<file path="config.mk">
export PLATFORM = sky130hd
export DESIGN_NAME = rr_grant_arbiter_flat
export DESIGN_NICKNAME = d
export VERILOG_FILES = /design/src/rtl/rr_grant_arbiter_if.sv /design/src/rtl/rr_grant_arbiter.sv /design/src/flat_wrapper.sv
export SDC_FILE = /design/constraint.sdc
export NUM_CORES = 1
export LEC_CHECK = 0
export ABC_AREA = 1
export ABC_CLOCK_PERIOD_IN_PS = 6510
export CORE_MARGIN = 2
export CORE_UTILIZATION = 50
export CTS_BUF_LIST = sky130_fd_sc_hd__clkbuf_16
export CTS_CLUSTER_DIAMETER = 200
export DETAILED_ROUTE_END_ITERATION = 12
export PLACE_DENSITY = 0.74
export SLEW_MARGIN = 25
export SYNTH_ARGS = -nofsm -noshare
export SYNTH_HDL_FRONTEND = slang
export SYNTH_SLANG_ARGS = --single-unit
</file>
<file path="constraint.sdc">
create_clock -name clk -period 6.51 [get_ports clk]
set_input_delay 1.302 -clock clk [delete_from_list [all_inputs] [get_ports clk]]
set_output_delay 1.302 -clock clk [all_outputs]
set_load 0.01 [all_outputs]
</file>
<file path="src/rtl/rr_grant_arbiter_if.sv">
// Request/grant bundle between requesting agents (master) and rr_grant_arbiter (slave).
// IDXW follows the arbiter's grant-index width rule: max(1, clog2(N)).
interface rr_grant_arbiter_if #(
  parameter int N    = 4,
  parameter int IDXW = (N > 1) ? $clog2(N) : 1
);
  logic [N-1:0]    req;
  logic [N-1:0]    gnt;
  logic            gnt_valid;
  logic [IDXW-1:0] gnt_idx;
  logic            preempt;

  modport master (
    output req,
    input  gnt,
    input  gnt_valid,
    input  gnt_idx,
    input  preempt
  );

  modport slave (
    input  req,
    output gnt,
    output gnt_valid,
    output gnt_idx,
    output preempt
  );
endinterface

</file>
<file path="src/rtl/rr_grant_arbiter.sv">
// Round-robin arbiter: registered one-hot grant held until release, rotating priority pointer.
// Define RR_ARB_HOLD_LIMIT_EN to compile in the MAX_HOLD hold limit with forced rotation (preempt).
module rr_grant_arbiter #(
  parameter int N        = 4,
  parameter int MAX_HOLD = 8
) (
  input  logic           clk,
  input  logic           rst_n,
  rr_grant_arbiter_if.slave bus
);

  localparam int              IDXW = (N > 1) ? $clog2(N) : 1;
  localparam logic [IDXW:0]   N_W  = (IDXW + 1)'(N);

  if (N < 1) begin : g_bad_n
    $error("rr_grant_arbiter: N must be at least 1");
  end
  if (MAX_HOLD < 1) begin : g_bad_hold
    $error("rr_grant_arbiter: MAX_HOLD must be at least 1");
  end

  typedef enum logic {
    IDLE = 1'b0,
    BUSY = 1'b1
  } state_t;

  state_t          state_reg, state_next;
  logic [IDXW-1:0] ptr_reg, ptr_next;
  logic [IDXW-1:0] idx_reg, idx_next;
  logic [N-1:0]    gnt_reg, gnt_next;
  logic [IDXW-1:0] succ;
  logic [N-1:0]    others;
  logic            released;

  // (v + 1) mod N, computed one bit wider so N-1 wraps to 0 for any N.
  function automatic logic [IDXW-1:0] wrap_inc(input logic [IDXW-1:0] v);
    logic [IDXW:0] s;
    s = {1'b0, v} + (IDXW + 1)'(1);
    if (s >= N_W) begin
      s = '0;
    end
    return s[IDXW-1:0];
  endfunction

  // First set bit of mask scanning p, p+1, ..., N-1, 0, ..., p-1 (mask must be nonzero).
  function automatic logic [IDXW-1:0] pick(input logic [N-1:0] mask, input logic [IDXW-1:0] p);
    logic [2*N-1:0] dbl;
    logic [IDXW:0]  s;
    dbl = {mask, mask} >> p;
    s   = '0;
    for (int i = N - 1; i >= 0; i--) begin
      if (dbl[i]) begin
        s = (IDXW + 1)'(i);
      end
    end
    s = s + {1'b0, p};
    if (s >= N_W) begin
      s = s - N_W;
    end
    return s[IDXW-1:0];
  endfunction

  function automatic logic [N-1:0] onehot(input logic [IDXW-1:0] v);
    return N'(1) << v;
  endfunction

  assign succ     = wrap_inc(idx_reg);
  assign others   = bus.req & ~gnt_reg;
  assign released = ~|(bus.req & gnt_reg);

`ifdef RR_ARB_HOLD_LIMIT_EN
  localparam int            HCW        = $clog2(MAX_HOLD + 1);
  localparam logic [HCW-1:0] MAX_HOLD_W = HCW'(MAX_HOLD);

  logic [HCW-1:0] hold_cnt_reg, hold_cnt_next;
  logic           preempt_reg, preempt_next;
`endif

  always_comb begin
    state_next = state_reg;
    ptr_next   = ptr_reg;
    idx_next   = idx_reg;
    gnt_next   = gnt_reg;
`ifdef RR_ARB_HOLD_LIMIT_EN
    hold_cnt_next = hold_cnt_reg;
    preempt_next  = 1'b0;
`endif
    case (state_reg)
      IDLE: begin
        if (|bus.req) begin
          idx_next   = pick(bus.req, ptr_reg);
          gnt_next   = onehot(idx_next);
          state_next = BUSY;
`ifdef RR_ARB_HOLD_LIMIT_EN
          hold_cnt_next = HCW'(1);
`endif
        end
      end
      BUSY: begin
        if (released) begin
          // Hand off on the same edge when anyone else is waiting.
          ptr_next = succ;
          if (|bus.req) begin
            idx_next = pick(bus.req, succ);
            gnt_next = onehot(idx_next);
`ifdef RR_ARB_HOLD_LIMIT_EN
            hold_cnt_next = HCW'(1);
`endif
          end else begin
            idx_next   = '0;
            gnt_next   = '0;
            state_next = IDLE;
          end
        end else begin
`ifdef RR_ARB_HOLD_LIMIT_EN
          if ((hold_cnt_reg == MAX_HOLD_W) && (|others)) begin
            ptr_next      = succ;
            idx_next      = pick(others, succ);
            gnt_next      = onehot(idx_next);
            hold_cnt_next = HCW'(1);
            preempt_next  = 1'b1;
          end else if (hold_cnt_reg != MAX_HOLD_W) begin
            hold_cnt_next = hold_cnt_reg + HCW'(1);
          end
`endif
        end
      end
      default: begin
        state_next = IDLE;
        idx_next   = '0;
        gnt_next   = '0;
      end
    endcase
  end

  always_ff @(posedge clk or negedge rst_n) begin
    if (!rst_n) begin
      state_reg <= IDLE;
      ptr_reg   <= '0;
      idx_reg   <= '0;
      gnt_reg   <= '0;
    end else begin
      state_reg <= state_next;
      ptr_reg   <= ptr_next;
      idx_reg   <= idx_next;
      gnt_reg   <= gnt_next;
    end
  end

`ifdef RR_ARB_HOLD_LIMIT_EN
  always_ff @(posedge clk or negedge rst_n) begin
    if (!rst_n) begin
      hold_cnt_reg <= '0;
      preempt_reg  <= 1'b0;
    end else begin
      hold_cnt_reg <= hold_cnt_next;
      preempt_reg  <= preempt_next;
    end
  end

  assign bus.preempt = preempt_reg;
`else
  // Without the hold limit the grant only moves on release.
  assign bus.preempt = 1'b0;
`endif

  assign bus.gnt       = gnt_reg;
  assign bus.gnt_valid = |gnt_reg;
  assign bus.gnt_idx   = idx_reg;

endmodule

</file>
<file path="src/flat_wrapper.sv">
// flat-port wrapper written by rule: the top's interface ports become plain ports
module rr_grant_arbiter_flat 
#(
  parameter int N        = 4,
  parameter int MAX_HOLD = 8
)
  (clk, rst_n, bus_req, bus_gnt, bus_gnt_valid, bus_gnt_idx, bus_preempt);
  rr_grant_arbiter_if #(.N(N)) bus_i ();
  input  logic clk;
  input  logic rst_n;
  input wire logic [$bits(bus_i.req)-1:0] bus_req;
  output wire logic [$bits(bus_i.gnt)-1:0] bus_gnt;
  output wire logic [$bits(bus_i.gnt_valid)-1:0] bus_gnt_valid;
  output wire logic [$bits(bus_i.gnt_idx)-1:0] bus_gnt_idx;
  output wire logic [$bits(bus_i.preempt)-1:0] bus_preempt;
  assign bus_i.req = bus_req;
  assign bus_gnt = bus_i.gnt;
  assign bus_gnt_valid = bus_i.gnt_valid;
  assign bus_gnt_idx = bus_i.gnt_idx;
  assign bus_preempt = bus_i.preempt;
  rr_grant_arbiter #(.N(N), .MAX_HOLD(MAX_HOLD)) u_core (.clk(clk), .rst_n(rst_n), .bus(bus_i));
endmodule
</file>
==> Implementation_results.wiki <==
{| class="wikitable"
! Metric !! Value
|-
| Outcome || finished, final reports clean
|-
| Std cell rows || 15
|-
| I/O pins || 14
|-
| Clock tree from TritonCTS || yes
|-
| Die outline area || 2324 um^2
|-
| Number of maximum-capacitance constraint violations || 0
|-
| Routed via count divided by cell count || 5.090
|-
| Number of pins with negative max-slew slack in the final report || 0
|-
| Number of remaining DRC errors || 0
|-
| Post-Syn Nets || 169
|-
| Most numerous cell in the Yosys netlist || nand2_1
|-
| Routed wire length || 2.336 mm
|-
| All-layer global routing usage || 23.86%
|-
| Met2 wire length || 1.124 mm
|-
| Endpoints failing setup || 0
|-
| Mean Syn Cell Area || 6.107 um^2
|-
| Most instantiated flip-flop cell in the synthesis netlist || dfrtp_1
|-
| Fin crit period || 3.365 ns
|-
| H-tree depth || 1
|-
| Sequential cell area in the final layout || 225.2 um^2
|-
| Share of flip-flops with an asynchronous set or reset after synthesis || 100.0%
|-
| Met1 routed wirelength after detailed routing || 1.126 mm
|-
| Die Ht || 48.21 um
|-
| Final worst clock skew || 0.002302 ns
|-
| Compound-gate portion of the synthesized area || 8.323%
|-
| Number of DRC violations after detailed-routing iteration 0 || 28
|-
| Mux contribution to synthesized area || 0%
|-
| Met3 routed WL || 85 um
|-
| Area contributors post-synth || dfrtp_1, nand2_1, nand3_1, inv_1, ha_1
|-
| Post-cts resize count || 0
|-
| Type of the worst setup path || primary input to flip-flop
|-
| Type of destination of the critical path || flip-flop
|-
| Warning count from the yosys run || 0
|-
| Total placed instance area || 1107 um^2
|-
| Clk root buf || clkbuf_16
|-
| Crit share post-route || 51.69%
|-
| Register area share after synthesis || 23.05%
|-
| Biggest area consumer among synthesized cells || dfrtp_1
|-
| Gate count after technology mapping || 160
|-
| Area of the mapped netlist || 977.2 um^2
|-
| Fraction of layout cells with a size suffix above 1 || 10.34%
|-
| Multi-input gate area in the final layout || 640.6 um^2
|-
| Fin. Hold Viols || 0
|-
| First drt pass iteration count || 4
|-
| Clock-pin slew reported for the worst setup and hold paths after clock tree synthesis || 0.04 ns
|-
| Max Fclk || 297.2 MHz
|-
| Hold/Removal Path Class || flip-flop to flip-flop
|-
| Largest net degree at the start of global routing || 10
|-
| Clock latency on the worst-skew pair || 0.23 ns
|-
| WL per Instance || 11.74 um
|-
| Largest family of logic cells by synthesized area || simple AND/OR/NAND/NOR gates
|-
| Core occupancy in the finished layout || 66.53%
|-
| Synth Area in XOR/XNOR || 0.8963%
|-
| Core Region || 1783 um^2
|-
| Net total in the final layout || 184
|-
| Top cell types by occurrence after synthesis || nand2_1, nand3_1, inv_1
|-
| Number of buffers inserted for hold repair after clock tree synthesis || 0
|-
| Initial antenna violation count || 0
|-
| Global placer's final weighted congestion || 0.8820
|-
| Arithmetic-cell share of the synthesized area counting full adders, half adders and majority gates || 3.841%
|-
| Total negative setup slack || 0 ns
|-
| Post-CTS setup buffer count || 0
|-
| Worst endpoint required time || 6.63 ns
|-
| Antenna diodes || 0
|-
| Max reg flops || 4
|-
| Buffer depth of the longest clock path || 2
|-
| Effective utilization at floorplan || 54.81%
|-
| Via count of the routed design || 1013
|-
| Wire length of the first global-routing pass || 3.981 mm
|-
| Unrepaired setup endpoints after global routing || false
|-
| Biggest fanout along the worst timing path || 5
|-
| Filler instances || 152
|-
| Sinks on the clock net || 9
|-
| Clock buffers created by TritonCTS || 3
|-
| Count of input and output buffers || 12
|-
| Element type at the critical path start || primary input
|-
| Number of flops mapped to enable cells by yosys || 0
|-
| Number of routed nets with antenna violations || 0
|-
| Detailed Place HPWL || 1.789 mm
|-
| Number of distinct library cells after synthesis || 28
|-
| Crit path arrival time || 3.49 ns
|-
| Die Span X || 48.21 um
|-
| Post-synthesis share of cell area spent on and, or, nand and nor gates || 52.11%
|-
| Yosys reg bits || 9
|-
| Remaining global-route overflow || 0
|-
| Area growth syn-to-layout || 21.38%
|-
| Proportion of netlist area held by the largest area contributor || 23.05%
|-
| Top Metal Used || met3
|-
| Via count of the first global-routing pass || 979
|-
| Post-route cell area || 1186 um^2
|}
==> path summary, 6_finish.rpt <==
path	end	slack [ns]	depth (start not counted)	start
min in group asynchronous	u_core.bus.gnt[1]	1.38	1	rst_n
worst max register to register	u_core.bus.gnt[0]	3.93	17	u_core.bus.gnt_idx[0]
max in group asynchronous	u_core.bus.gnt[3]	4.83	1	rst_n
worst max-delay path	u_core.bus.gnt[0]	3.15	18	bus_req[0]
worst min-delay path	u_core.bus.gnt[0]	0.53	2	u_core.bus.gnt[0]
worst min register to register	u_core.bus.gnt[0]	0.53	2	u_core.bus.gnt[0]
==> cell type report <==
type	instances	share of cell area, %
inverters	24	7.595
repair buffers	12	10.13
flip-flops and latches	9	18.99
clock buffers	3	6.329
multi-input cells	125	54.01
well taps	25	2.637
clock inverters	1	0.3165
==> stage by stage <==
stage,cells,hold slack [ns],worst slack [ns]
after CTS,199,0.5387,3.167
after floorplan,160,0.5336,3.765
after global routing,199,0.5486,2.813
final,199,0.5301,3.145
after detailed placement,195,0.5269,2.969
after global placement,195,0.5029,3.018
==> per-layer routing <==
layer / GRT usage [%] / vias up
met5: 0 / -
met4: 5.946 / 0
met3: 2.593 / 0
met2: 42.89 / 23
met1: 30.21 / 453
li1: - / 537
==> logic make-up after synthesis <==
family	after synthesis
other	1
adder cells (fa/ha/maj)	3
flip-flops	9
AND/OR/NAND/NOR	108
XOR/XNOR	1
AO/OA/AOI/OAI	12
buffers and inverters	26
==> placed cells by master, fill, tap and decap left out <==
master,Yosys,routed
clkdlybuf4s50_1,0,12
xnor2_1,1,1
a22oi_1,1,1
inv_2,2,2
nand2_1,60,60
nand4_1,3,3
nor2_2,1,1
conb_1,1,1
inv_1,22,23
nor4_1,1,1
and2_1,1,1
nand2_2,5,5
o22ai_1,2,2
nand2_4,1,1
nor2_1,5,5
ha_1,3,3
or2_2,1,1
nand3_1,24,24
o21ai_0,4,4
clkbuf_16,0,3
o211ai_1,1,1
a21oi_4,1,1
dfrtp_1,9,9
nand3b_1,2,2
a21boi_0,1,1
nor2_4,3,3
a21oi_1,2,2
nand3_2,1,1
==> worst max-delay path, stage by stage <==
cell,delay [ns]
clkdlybuf4s50_1,0.56
inv_1,0.12
o21ai_0,0.22
nand2_1,0.09
nand2_2,0.11
inv_1,0.04
nand2_1,0.08
nand2_1,0.08
inv_1,0.07
ha_1,0.16
xnor2_1,0.14
nand3_1,0.14
nand2_2,0.13
nor2_2,0.04
nand2_1,0.06
nand2_1,0.05
nand2_1,0.05
nand2_1,0.05
Power is not shown: default switching activity piles up to over one toggle a cycle in this logic, so the estimate is an artifact.
